===== src/rtl/conv1d_dilated_stream_pkg.sv =====
// Shared types and helpers for the dilated/strided streaming 1D convolution.
// Also holds the round-half-up / saturate function used on the accumulator.
package conv1d_pkg;

    typedef enum logic [1:0] {ST_ACCEPT, ST_MAC, ST_HOLD} state_t;

    localparam int MAX_ACC_W = 128;
    typedef logic signed [MAX_ACC_W-1:0] wide_t;

    function automatic int span_of(input int kernel, input int dilation);
        return dilation * (kernel - 1) + 1;
    endfunction

    function automatic int acc_w_of(input int data_w, input int kernel);
        return 2 * data_w + $clog2(kernel) + 1;
    endfunction

    function automatic int idx_w_of(input int n);
        return (n > 1) ? $clog2(n) : 1;
    endfunction

    // Round half up by adding 2^(frac_bits-1), shift arithmetically, then clamp to data_w signed range.
    function automatic wide_t sat_round(input wide_t acc, input int frac_bits, input int data_w);
        wide_t one;
        wide_t v;
        wide_t hi;
        wide_t lo;
        one = wide_t'(1);
        v   = acc;
        if (frac_bits > 0) begin
            v = v + (one <<< (frac_bits - 1));
        end
        v  = v >>> frac_bits;
        hi = (one <<< (data_w - 1)) - one;
        lo = -(one <<< (data_w - 1));
        if (v > hi) begin
            v = hi;
        end else if (v < lo) begin
            v = lo;
        end
        return v;
    endfunction

endpackage


===== src/rtl/conv1d_dilated_stream_if.sv =====
// Sample-in / result-out valid-ready stream bundle for conv1d_dilated_stream.
interface conv1d_dilated_stream_if #(
    parameter int DATA_W = 16
);
    logic                     in_valid;
    logic                     in_ready;
    logic signed [DATA_W-1:0] in_data;
    logic                     in_last;
    logic                     out_valid;
    logic                     out_ready;
    logic signed [DATA_W-1:0] out_data;
    logic                     out_last;

    modport master (
        output in_valid, in_data, in_last, out_ready,
        input  in_ready, out_valid, out_data, out_last
    );

    modport slave (
        input  in_valid, in_data, in_last, out_ready,
        output in_ready, out_valid, out_data, out_last
    );
endinterface


===== src/rtl/conv1d_mac_unit.sv =====
// Signed multiply-accumulate with synchronous clear/enable and a rounded, saturated view of the sum.
module conv1d_mac_unit
    import conv1d_pkg::*;
#(
    parameter int DATA_W    = 16,
    parameter int ACC_W     = 35,
    parameter int FRAC_BITS = 0
) (
    input  logic                     clk,
    input  logic                     rst,
    input  logic                     clear,
    input  logic                     en,
    input  logic signed [DATA_W-1:0] a,
    input  logic signed [DATA_W-1:0] b,
    output logic signed [DATA_W-1:0] result
);

    logic signed [2*DATA_W-1:0] prod;
    logic signed [ACC_W-1:0]    acc_q;
    logic signed [ACC_W-1:0]    acc_d;

    always_comb begin
        prod  = a * b;
        acc_d = acc_q;
        if (clear) begin
            acc_d = '0;
        end else if (en) begin
            acc_d = acc_q + {{(ACC_W-2*DATA_W){prod[2*DATA_W-1]}}, prod};
        end
    end

    always_ff @(posedge clk) begin
        if (rst) begin
            acc_q <= '0;
        end else begin
            acc_q <= acc_d;
        end
    end

    // Accumulator is idle outside the MAC phase, so this stays stable while a result is held.
    assign result = DATA_W'(sat_round({{(MAX_ACC_W-ACC_W){acc_q[ACC_W-1]}}, acc_q}, FRAC_BITS, DATA_W));

endmodule


===== src/rtl/conv1d_dilated_stream.sv =====
// Streaming dilated/strided 1D convolution: window shift register, weight file, ACCEPT/MAC/HOLD
// control; one tap per cycle through conv1d_mac_unit.
module conv1d_dilated_stream
    import conv1d_pkg::*;
#(
    parameter int DATA_W    = 16,
    parameter int KERNEL    = 3,
    parameter int DILATION  = 2,
    parameter int STRIDE    = 1,
    parameter int FRAC_BITS = 0
) (
    input  logic                          clk,
    input  logic                          rst,
    input  logic                          w_wr_en,
    input  logic [idx_w_of(KERNEL)-1:0]   w_addr,
    input  logic signed [DATA_W-1:0]      w_data,
    conv1d_dilated_stream_if.slave        sif,
    output logic                          frame_done,
    output logic                          busy
);

    localparam int SPAN  = span_of(KERNEL, DILATION);
    localparam int ACC_W = acc_w_of(DATA_W, KERNEL);
    localparam int AW    = idx_w_of(KERNEL);
    localparam int FW    = $clog2(SPAN + 1);
    localparam int SW    = idx_w_of(STRIDE);

    state_t                   state_q, state_d;
    logic [FW-1:0]            fill_q, fill_d;
    logic [SW-1:0]            stride_q, stride_d;
    logic [AW-1:0]            tap_q, tap_d;
    logic                     out_last_q, out_last_d;
    logic                     frame_done_q, frame_done_d;
    logic signed [DATA_W-1:0] window_q [SPAN];
    logic signed [DATA_W-1:0] window_d [SPAN];
    logic signed [DATA_W-1:0] window_shift [SPAN];
    logic signed [DATA_W-1:0] tap_x [KERNEL];
    logic signed [DATA_W-1:0] w_q [KERNEL];
    logic signed [DATA_W-1:0] w_d [KERNEL];

    logic                     accept;
    logic                     full_now;
    logic                     mac_clear;
    logic                     mac_en;
    logic signed [DATA_W-1:0] mac_result;

    // Index 0 is the oldest sample; new samples enter at SPAN-1.
    genvar gi;
    generate
        for (gi = 0; gi < SPAN; gi++) begin : g_shift
            if (gi == SPAN - 1) begin : g_head
                assign window_shift[gi] = sif.in_data;
            end else begin : g_body
                assign window_shift[gi] = window_q[gi+1];
            end
        end
        for (gi = 0; gi < KERNEL; gi++) begin : g_tap
            assign tap_x[gi] = window_q[gi*DILATION];
        end
    endgenerate

    assign busy     = (fill_q != '0) || (state_q != ST_ACCEPT);
    assign accept   = sif.in_valid && (state_q == ST_ACCEPT);
    assign full_now = (fill_q == FW'(SPAN - 1)) || (fill_q == FW'(SPAN));

    always_comb begin
        state_d      = state_q;
        fill_d       = fill_q;
        stride_d     = stride_q;
        tap_d        = tap_q;
        out_last_d   = out_last_q;
        frame_done_d = 1'b0;
        window_d     = window_q;
        w_d          = w_q;
        mac_clear    = 1'b0;
        mac_en       = 1'b0;

        if (w_wr_en && !busy && (int'(w_addr) < KERNEL)) begin
            w_d[w_addr] = w_data;
        end

        case (state_q)
            ST_ACCEPT: begin
                if (accept) begin
                    window_d = window_shift;
                    fill_d   = (fill_q == FW'(SPAN)) ? fill_q : fill_q + FW'(1);
                    if (full_now) begin
                        stride_d = (stride_q == SW'(STRIDE - 1)) ? '0 : stride_q + SW'(1);
                    end
                    if (full_now && (stride_q == '0)) begin
                        state_d    = ST_MAC;
                        mac_clear  = 1'b1;
                        tap_d      = '0;
                        out_last_d = sif.in_last;
                    end else if (sif.in_last) begin
                        frame_done_d = 1'b1;
                        fill_d       = '0;
                        stride_d     = '0;
                        for (int i = 0; i < SPAN; i++) window_d[i] = '0;
                    end
                end
            end
            ST_MAC: begin
                mac_en = 1'b1;
                if (tap_q == AW'(KERNEL - 1)) begin
                    state_d = ST_HOLD;
                end else begin
                    tap_d = tap_q + AW'(1);
                end
            end
            ST_HOLD: begin
                if (sif.out_ready) begin
                    state_d    = ST_ACCEPT;
                    out_last_d = 1'b0;
                    // A held last-result closes the frame only once it has been taken.
                    if (out_last_q) begin
                        frame_done_d = 1'b1;
                        fill_d       = '0;
                        stride_d     = '0;
                        for (int i = 0; i < SPAN; i++) window_d[i] = '0;
                    end
                end
            end
            default: state_d = ST_ACCEPT;
        endcase
    end

    always_ff @(posedge clk) begin
        if (rst) begin
            state_q      <= ST_ACCEPT;
            fill_q       <= '0;
            stride_q     <= '0;
            tap_q        <= '0;
            out_last_q   <= 1'b0;
            frame_done_q <= 1'b0;
            for (int i = 0; i < SPAN; i++) window_q[i] <= '0;
            for (int i = 0; i < KERNEL; i++) w_q[i] <= '0;
        end else begin
            state_q      <= state_d;
            fill_q       <= fill_d;
            stride_q     <= stride_d;
            tap_q        <= tap_d;
            out_last_q   <= out_last_d;
            frame_done_q <= frame_done_d;
            window_q     <= window_d;
            w_q          <= w_d;
        end
    end

    conv1d_mac_unit #(
        .DATA_W   (DATA_W),
        .ACC_W    (ACC_W),
        .FRAC_BITS(FRAC_BITS)
    ) u_mac (
        .clk   (clk),
        .rst   (rst),
        .clear (mac_clear),
        .en    (mac_en),
        .a     (w_q[tap_q]),
        .b     (tap_x[tap_q]),
        .result(mac_result)
    );

    assign sif.in_ready  = (state_q == ST_ACCEPT);
    assign sif.out_valid = (state_q == ST_HOLD);
    assign sif.out_data  = mac_result;
    assign sif.out_last  = out_last_q;
    assign frame_done    = frame_done_q;

endmodule


===== src/flat_wrapper.sv =====
// flat-port wrapper written by rule: the top's interface ports become plain ports
module conv1d_dilated_stream_flat import conv1d_pkg::*;
#(
    parameter int DATA_W    = 16,
    parameter int KERNEL    = 3,
    parameter int DILATION  = 2,
    parameter int STRIDE    = 1,
    parameter int FRAC_BITS = 0
)
  (clk, rst, w_wr_en, w_addr, w_data, frame_done, busy, sif_in_valid, sif_in_data, sif_in_last, sif_out_ready, sif_in_ready, sif_out_valid, sif_out_data, sif_out_last);
  conv1d_dilated_stream_if #(.DATA_W(DATA_W)) sif_i ();
  input  logic clk;
  input  logic rst;
  input  logic w_wr_en;
  input  logic [idx_w_of(KERNEL)-1:0] w_addr;
  input  logic signed [DATA_W-1:0] w_data;
  output logic frame_done;
  output logic busy;
  input wire logic [$bits(sif_i.in_valid)-1:0] sif_in_valid;
  input wire logic [$bits(sif_i.in_data)-1:0] sif_in_data;
  input wire logic [$bits(sif_i.in_last)-1:0] sif_in_last;
  input wire logic [$bits(sif_i.out_ready)-1:0] sif_out_ready;
  output wire logic [$bits(sif_i.in_ready)-1:0] sif_in_ready;
  output wire logic [$bits(sif_i.out_valid)-1:0] sif_out_valid;
  output wire logic [$bits(sif_i.out_data)-1:0] sif_out_data;
  output wire logic [$bits(sif_i.out_last)-1:0] sif_out_last;
  assign sif_i.in_valid = sif_in_valid;
  assign sif_i.in_data = sif_in_data;
  assign sif_i.in_last = sif_in_last;
  assign sif_i.out_ready = sif_out_ready;
  assign sif_in_ready = sif_i.in_ready;
  assign sif_out_valid = sif_i.out_valid;
  assign sif_out_data = sif_i.out_data;
  assign sif_out_last = sif_i.out_last;
  conv1d_dilated_stream #(.DATA_W(DATA_W), .KERNEL(KERNEL), .DILATION(DILATION), .STRIDE(STRIDE), .FRAC_BITS(FRAC_BITS)) u_core (.clk(clk), .rst(rst), .w_wr_en(w_wr_en), .w_addr(w_addr), .w_data(w_data), .sif(sif_i), .frame_done(frame_done), .busy(busy));
endmodule

===== config.mk =====
export PLATFORM = sky130hd
export DESIGN_NAME = conv1d_dilated_stream_flat
export DESIGN_NICKNAME = d
export VERILOG_FILES = /design/src/rtl/conv1d_dilated_stream_pkg.sv /design/src/rtl/conv1d_dilated_stream_if.sv /design/src/rtl/conv1d_mac_unit.sv /design/src/rtl/conv1d_dilated_stream.sv /design/src/flat_wrapper.sv
export SDC_FILE = /design/constraint.sdc
export NUM_CORES = 1
export LEC_CHECK = 0
export ABC_AREA = 0
export CAP_MARGIN = 30
export CORE_ASPECT_RATIO = 0.5
export CORE_MARGIN = 5
export CORE_UTILIZATION = 55
export CTS_BUF_LIST = sky130_fd_sc_hd__clkbuf_4 sky130_fd_sc_hd__clkbuf_8
export DETAILED_ROUTE_END_ITERATION = 10
export DONT_BUFFER_PORTS = 1
export HOLD_SLACK_MARGIN = 0.02
export MAX_ROUTING_LAYER = met4
export PLACE_DENSITY = 0.76
export SYNTH_ARGS = -nofsm -noshare
export SYNTH_HDL_FRONTEND = slang
export SYNTH_SLANG_ARGS = --single-unit

===== constraint.sdc =====
create_clock -name clk -period 10.84 [get_ports clk]
set_input_delay 0.542 -clock clk [delete_from_list [all_inputs] [get_ports clk]]
set_output_delay 0.542 -clock clk [all_outputs]
set_load 0.02 [all_outputs]

==> results of run 1 <==
-- placed cells by master, fill, tap and decap left out, types with 19 or more instances in the layout --
cell / count
o21a_1: 23
inv_1: 325
dfxtp_1: 172
nand2_1: 381
o21ai_0: 35
ha_1: 123
a21oi_1: 201
nor2_1: 276
mux2i_1: 68
buf_4: 31
xnor2_1: 44
a21o_1: 29
fa_1: 263
nor3_1: 19
-- state kept, by name, summed over array words and instances, names as in the netlist --
| register | count |
|---|---|
| u_core.tap_q | 2 |
| u_core.w_q | 48 |
| u_core.fill_q | 3 |
| u_core.stride_q | 1 |
| u_core.sif.out_last | 1 |
| u_core.u_mac.acc_q | 35 |
| u_core.window_q | 32 |
| u_core.tap_x | 48 |
| u_core.frame_done | 1 |
| u_core.state_q | 2 |
-- synth_stat cells, types with 16 or more instances --
cell type,n
a21o_1,29
o21a_1,23
a21oi_1,201
ha_1,123
o21ai_1,17
fa_1,263
clkbuf_1,78
dfxtp_1,173
xnor2_1,44
nor3_1,19
nor2_1,276
nand2b_1,17
inv_1,325
o21ai_0,35
mux2i_1,68
nand3_1,16
nand2_1,381
-- power by group through the flow --
stage                     clock, mW  combinational (mW)  sequential, mW
after detailed placement          0              0.0719           0.670
after global placement            0              0.0709           0.670
final                         0.467              0.0728           0.655
after CTS                     0.473              0.0722           0.655
after global routing          0.501              0.0796           0.657
after floorplan                   0              0.0557           0.666
-- cells by family (layout without fill, tap and decap cells) --
logic type      Yosys count  after routing  synth area share [%]
buf+inv                 417            389                 8.496
simple gates            778            778                 17.39
other cells               0              1                     0
mux                      68             68                 3.680
compound gates          376            376                 12.38
xor+xnor                 53             53                 2.550
flops                   173            173                 18.72
fa+ha+maj               386            386                 36.78
-- worst paths after layout --
kind	start	to	slack, ns	cells after the start
worst max-delay path	u_core.tap_q[0]	u_core.u_mac.acc_q[34]	1.30	35
worst min-delay path	rst	u_core.window_q[31]	0.11	1
worst max register to register	u_core.tap_q[0]	u_core.u_mac.acc_q[34]	1.30	35
worst min register to register	u_core.window_q[22]	u_core.tap_x[22]	0.45	2
-- critical path, delay by kind of cell (launching register included) --
kind | cells | cell delay, ns
simple gates | 8 | 1.37
xor+xnor | 2 | 0.25
buf+inv | 5 | 0.75
compound gates | 11 | 2.88
flops | 1 | 0.34
fa+ha+maj | 8 | 3.65
mux | 1 | 0.26
-- metal layers --
layer	GRT usage, %	wire length [um]	part of all wire, %
met5	-	0	0
met4	6.008	944	2.1
met3	7.018	3897	8.6
met2	37.51	19660	43
met1	35.11	20700	46
-- area by class of cell --
class | instances | area (um2)
flip-flops and latches | 173 | 3465
fillers | 2880 | 13750
clock buffers | 18 | 241.5
repair buffers | 32 | 247.7
multi-input cells | 1661 | 13490
well taps | 441 | 551.8
diodes | 1 | 2.502
inverters | 325 | 1220
clock inverters | 14 | 143.9
-- per-stage QoR --
step                      util (%)  area, um2  total power [mW]  setup slack (ns)  std cells
after floorplan                  -      18500            0.7221             2.038       2251
after global placement       57.24      18950            0.7404             1.523       2630
after detailed placement     57.30      18970            0.7415             1.344       2632
after CTS                    58.47      19360             1.201             1.291       2664
after global routing         58.47      19360             1.238            0.6510       2665
final                        58.47      19360             1.195             1.296       2665
==> results_dict.tcl, run 1 <==
set metrics [dict create \
    synth_top_cell_area_share_pct 28.46 \
    drv_slew 0 \
    setup_violations 0 \
    synth_area_leader_cell "fa_1" \
    drt_iter0_drc 1513 \
    p_leak_nw 9.022 \
    grtUsageTotal_pct 25.40 \
    cts_tree "yes" \
    maxCapViolations 0 \
    cts.sinks 173 \
    crit_arrival_ns 9.99 \
    hold_viol 0 \
    hold_slack_ns 0.1097 \
    cts.clk_slew.worst_paths_ns 0.13 \
    syn-instance-count 2251 \
    die_h_um 139.7 \
    start_util_pct 55.87 \
    dieArea_mm2 0.03762 \
    required_ns 11.28 \
    clockRootBuffer "clkbuf_8" \
    status "finished clean" \
    tightest_slew_ns 0.9711 \
    vdd_ir_drop_max_mv 0.06340 \
    clockBufferDepth 2 \
    cp_common_cell "fa_1" \
    final_layout_size_suffix_gt1_share_pct 3.824 \
    yosysUniqueCellTypes 64 \
    p_seq_share_pct 54.8 \
    htree_num_levels 4 \
    ys_warn_count 0 \
    cts_setup_buffers 0 \
    p_comb_share_pct 6.1 \
    postCtsHoldBufs 0 \
    grt_pass1_wl_um 76120 \
    p_int_uw 841.5 \
    max_freq_ghz 0.1048 \
    fin_tns_setup_ns 0 \
    synth.avg_cell_area_um2 8.218 \
    period_minus_slack_ns 9.544 \
    syn_to_final_growth_pct 4.660 \
    crit_slowest_cell "a21oi_1" \
    port_buffers 0 \
    fp.dieW_um 269.4 \
    gr-total-overflow 0 \
    ys_ff_latch 173 \
    ant_nets 0 \
    ys.flop_type "dfxtp_1" \
    synth_area_leaders "fa_1, dfxtp_1, ha_1, nand2_1, inv_1" \
    fin_nets 2636 \
    wl_per_cell_um 16.96 \
    power_density_mw_per_mm2 61.75 \
    antenna_found_initial 1 \
    ys_seq_area_share_pct 18.72 \
    cp_slowest_stage_delay_ns 0.64 \
    syn_nets 2677 \
    rows 47 \
    max_slew_margin_pct 35.02 \
    hp-class "input port to flop" \
    vias 14850 \
    synth-edff-count 0 \
    ioPinCount 61 \
    rsz0062_at_grt "no" \
    clk_latency_ns 0.51 \
    viasPerCell 5.573 \
    cts_buffers 17 \
    pwr-share-clk_pct 39.1 \
    cp-start-kind "flop" \
    switchingPower_uw 353.9 \
    core-area_mm2 0.03311 \
    drc 0 \
    drt-pass1-iter-count 5 \
    synthArstFlopShare_pct 0 \
    crit_path_end_kind "flop" \
    critPathKind "flop to flop" \
    routed_wl_um 45200 \
    netlist_area_mm2 0.01850 \
    cts_resized 0 \
    hpwl_um 35840 \
    fin_worst_skew_ns 0.03245 \
    p_sw_share_pct 29.61 \
    grt_pass1_vias 14770 \
    grt_max_degree 85 \
    min_period_over_period_pct 88.04 \
    gp_congestion 0.9876 \
    path_max_fanout 36 \
]
Power figures use the tool's default switching activity.
==> inputs of run 2 (changes only) <==
- PLACE_DENSITY: 0.76 -> 0.66
==> results_dict.tcl, run 2 (same netlist as run 1, synthesis figures left out) <==
set metrics [dict create \
    status "finished clean" \
    antennaDiodeCount 0 \
    crit_family "adder cells" \
    max_freq_ghz 0.1024 \
    wl_met1_um 23480 \
    gr-total-overflow 0 \
    clk_latency_ns 0.52 \
    placed_cell_area_mm2 0.01902 \
    htree_num_levels 4 \
    clockBufferDepth 2 \
    hp-class "input port to flop" \
    power_mw 1.227 \
    final_area_mm2 0.01945 \
    path_max_fanout 30 \
    drt-pass1-iter-count 6 \
    fin_tns_setup_ns 0 \
    critPathBufInv 5 \
    maxCapViolations 0 \
    cts_resized 0 \
    required_ns 11.30 \
    grt_pass1_wl_um 77120 \
    clockRootBuffer "clkbuf_8" \
    crit_arrival_ns 10.22 \
    drt_iter0_drc 1475 \
    routed_wl_um 46780 \
    max_slew_margin_pct 31.71 \
    wl_per_cell_um 17.52 \
    cts.sinks 173 \
    period_minus_slack_ns 9.763 \
    setup_violations 0 \
    vdd_ir_drop_max_mv 0.07699 \
    crit_path_end_kind "flop" \
    fp.dieW_um 269.4 \
    wl_met2_um 19020 \
    final_common_cell "nand2_1" \
    gp_congestion 0.9520 \
    cts_tree "yes" \
    cts_buffers 17 \
    rows 47 \
    cp-start-kind "flop" \
    fin_worst_skew_ns 0.03015 \
    grt_max_degree 85 \
    final_cell_mix "nand2_1, inv_1, nor2_1" \
    fin_util_pct 58.74 \
    tightest_slew_ns 1.024 \
    drc 0 \
    antenna_found_initial 0 \
    drv_slew 0 \
    ant_nets 0 \
    hpwl_um 36780 \
    topRoutingLayerUsed "met4" \
    die_h_um 139.7 \
    cts.clk_slew.worst_paths_ns 0.13 \
    fin_nets 2642 \
    start_util_pct 55.87 \
    port_buffers 0 \
    min_period_over_period_pct 90.06 \
    critPathKind "flop to flop" \
    rsz0062_at_grt "no" \
    power_density_mw_per_mm2 63.10 \
    wl_met3_um 3710 \
    dieArea_mm2 0.03762 \
    hold_slack_ns 0.09221 \
    cp_slowest_stage_delay_ns 1.01 \
    hold_viol 0 \
    p_leak_nw 9.070 \
    viasPerCell 5.550 \
    final_layout_size_suffix_gt1_share_pct 4.127 \
    cp_common_cell "fa_1" \
    syn_to_final_growth_pct 5.134 \
    vias 14820 \
    nFillCells 3032 \
    grt_pass1_vias 14130 \
    postCtsHoldBufs 0 \
    core-area_mm2 0.03311 \
    cts_setup_buffers 0 \
    ioPinCount 61 \
    crit_slowest_cell "dfxtp_2" \
    grtUsageTotal_pct 26.24 \
]
[run 2: path summary, 6_finish.rpt]
kind / end / depth (start not counted) / startpoint / slack [ns]
setup reg to reg: u_core.u_mac.acc_q[34] / 35 / u_core.tap_q[0] / 1.08
hold / removal: u_core.tap_x[15] / 1 / rst / 0.09
setup / recovery: u_core.u_mac.acc_q[34] / 35 / u_core.tap_q[0] / 1.08
hold reg to reg: u_core.tap_x[38] / 2 / u_core.window_q[54] / 0.45
[run 2: stage by stage]
step | cells | setup slack (ns)
2_1_floorplan | 2251 | 2.038
3_3_place_gp | 2637 | 1.289
3_5_place_dp | 2638 | 1.169
4_1_cts | 2670 | 1.101
5_1_grt | 2670 | 0.4164
6_report | 2670 | 1.077
[run 2: layout make-up]
| type | count | area (um2) | area share (%) |
|---|---|---|---|
| tap | 441 | 551.8 | 2.837 |
| clock inverter | 15 | 196.4 | 1.010 |
| timing repair buffer | 38 | 285.3 | 1.467 |
| multi-input combinational | 1661 | 13500 | 69.39 |
| sequential | 173 | 3465 | 17.82 |
| clock buffer | 17 | 234.0 | 1.203 |
| inverter | 325 | 1220 | 6.273 |
[run 2: report_power, final]
part | switching [mW] | leakage (nW) | internal, mW
Clock | 0.314 | 0.213 | 0.183
Sequential | 0.00899 | 1.40 | 0.647
Combinational | 0.0531 | 7.46 | 0.0220
Total | 0.376 | 9.07 | 0.851
[run 2: per-layer routing]
metal / global-route usage, % / vias up
met5: - / -
met4: 5.007 / 0
met3: 5.796 / 49
met2: 36.06 / 477
met1: 39.92 / 7220
li1: - / 7073
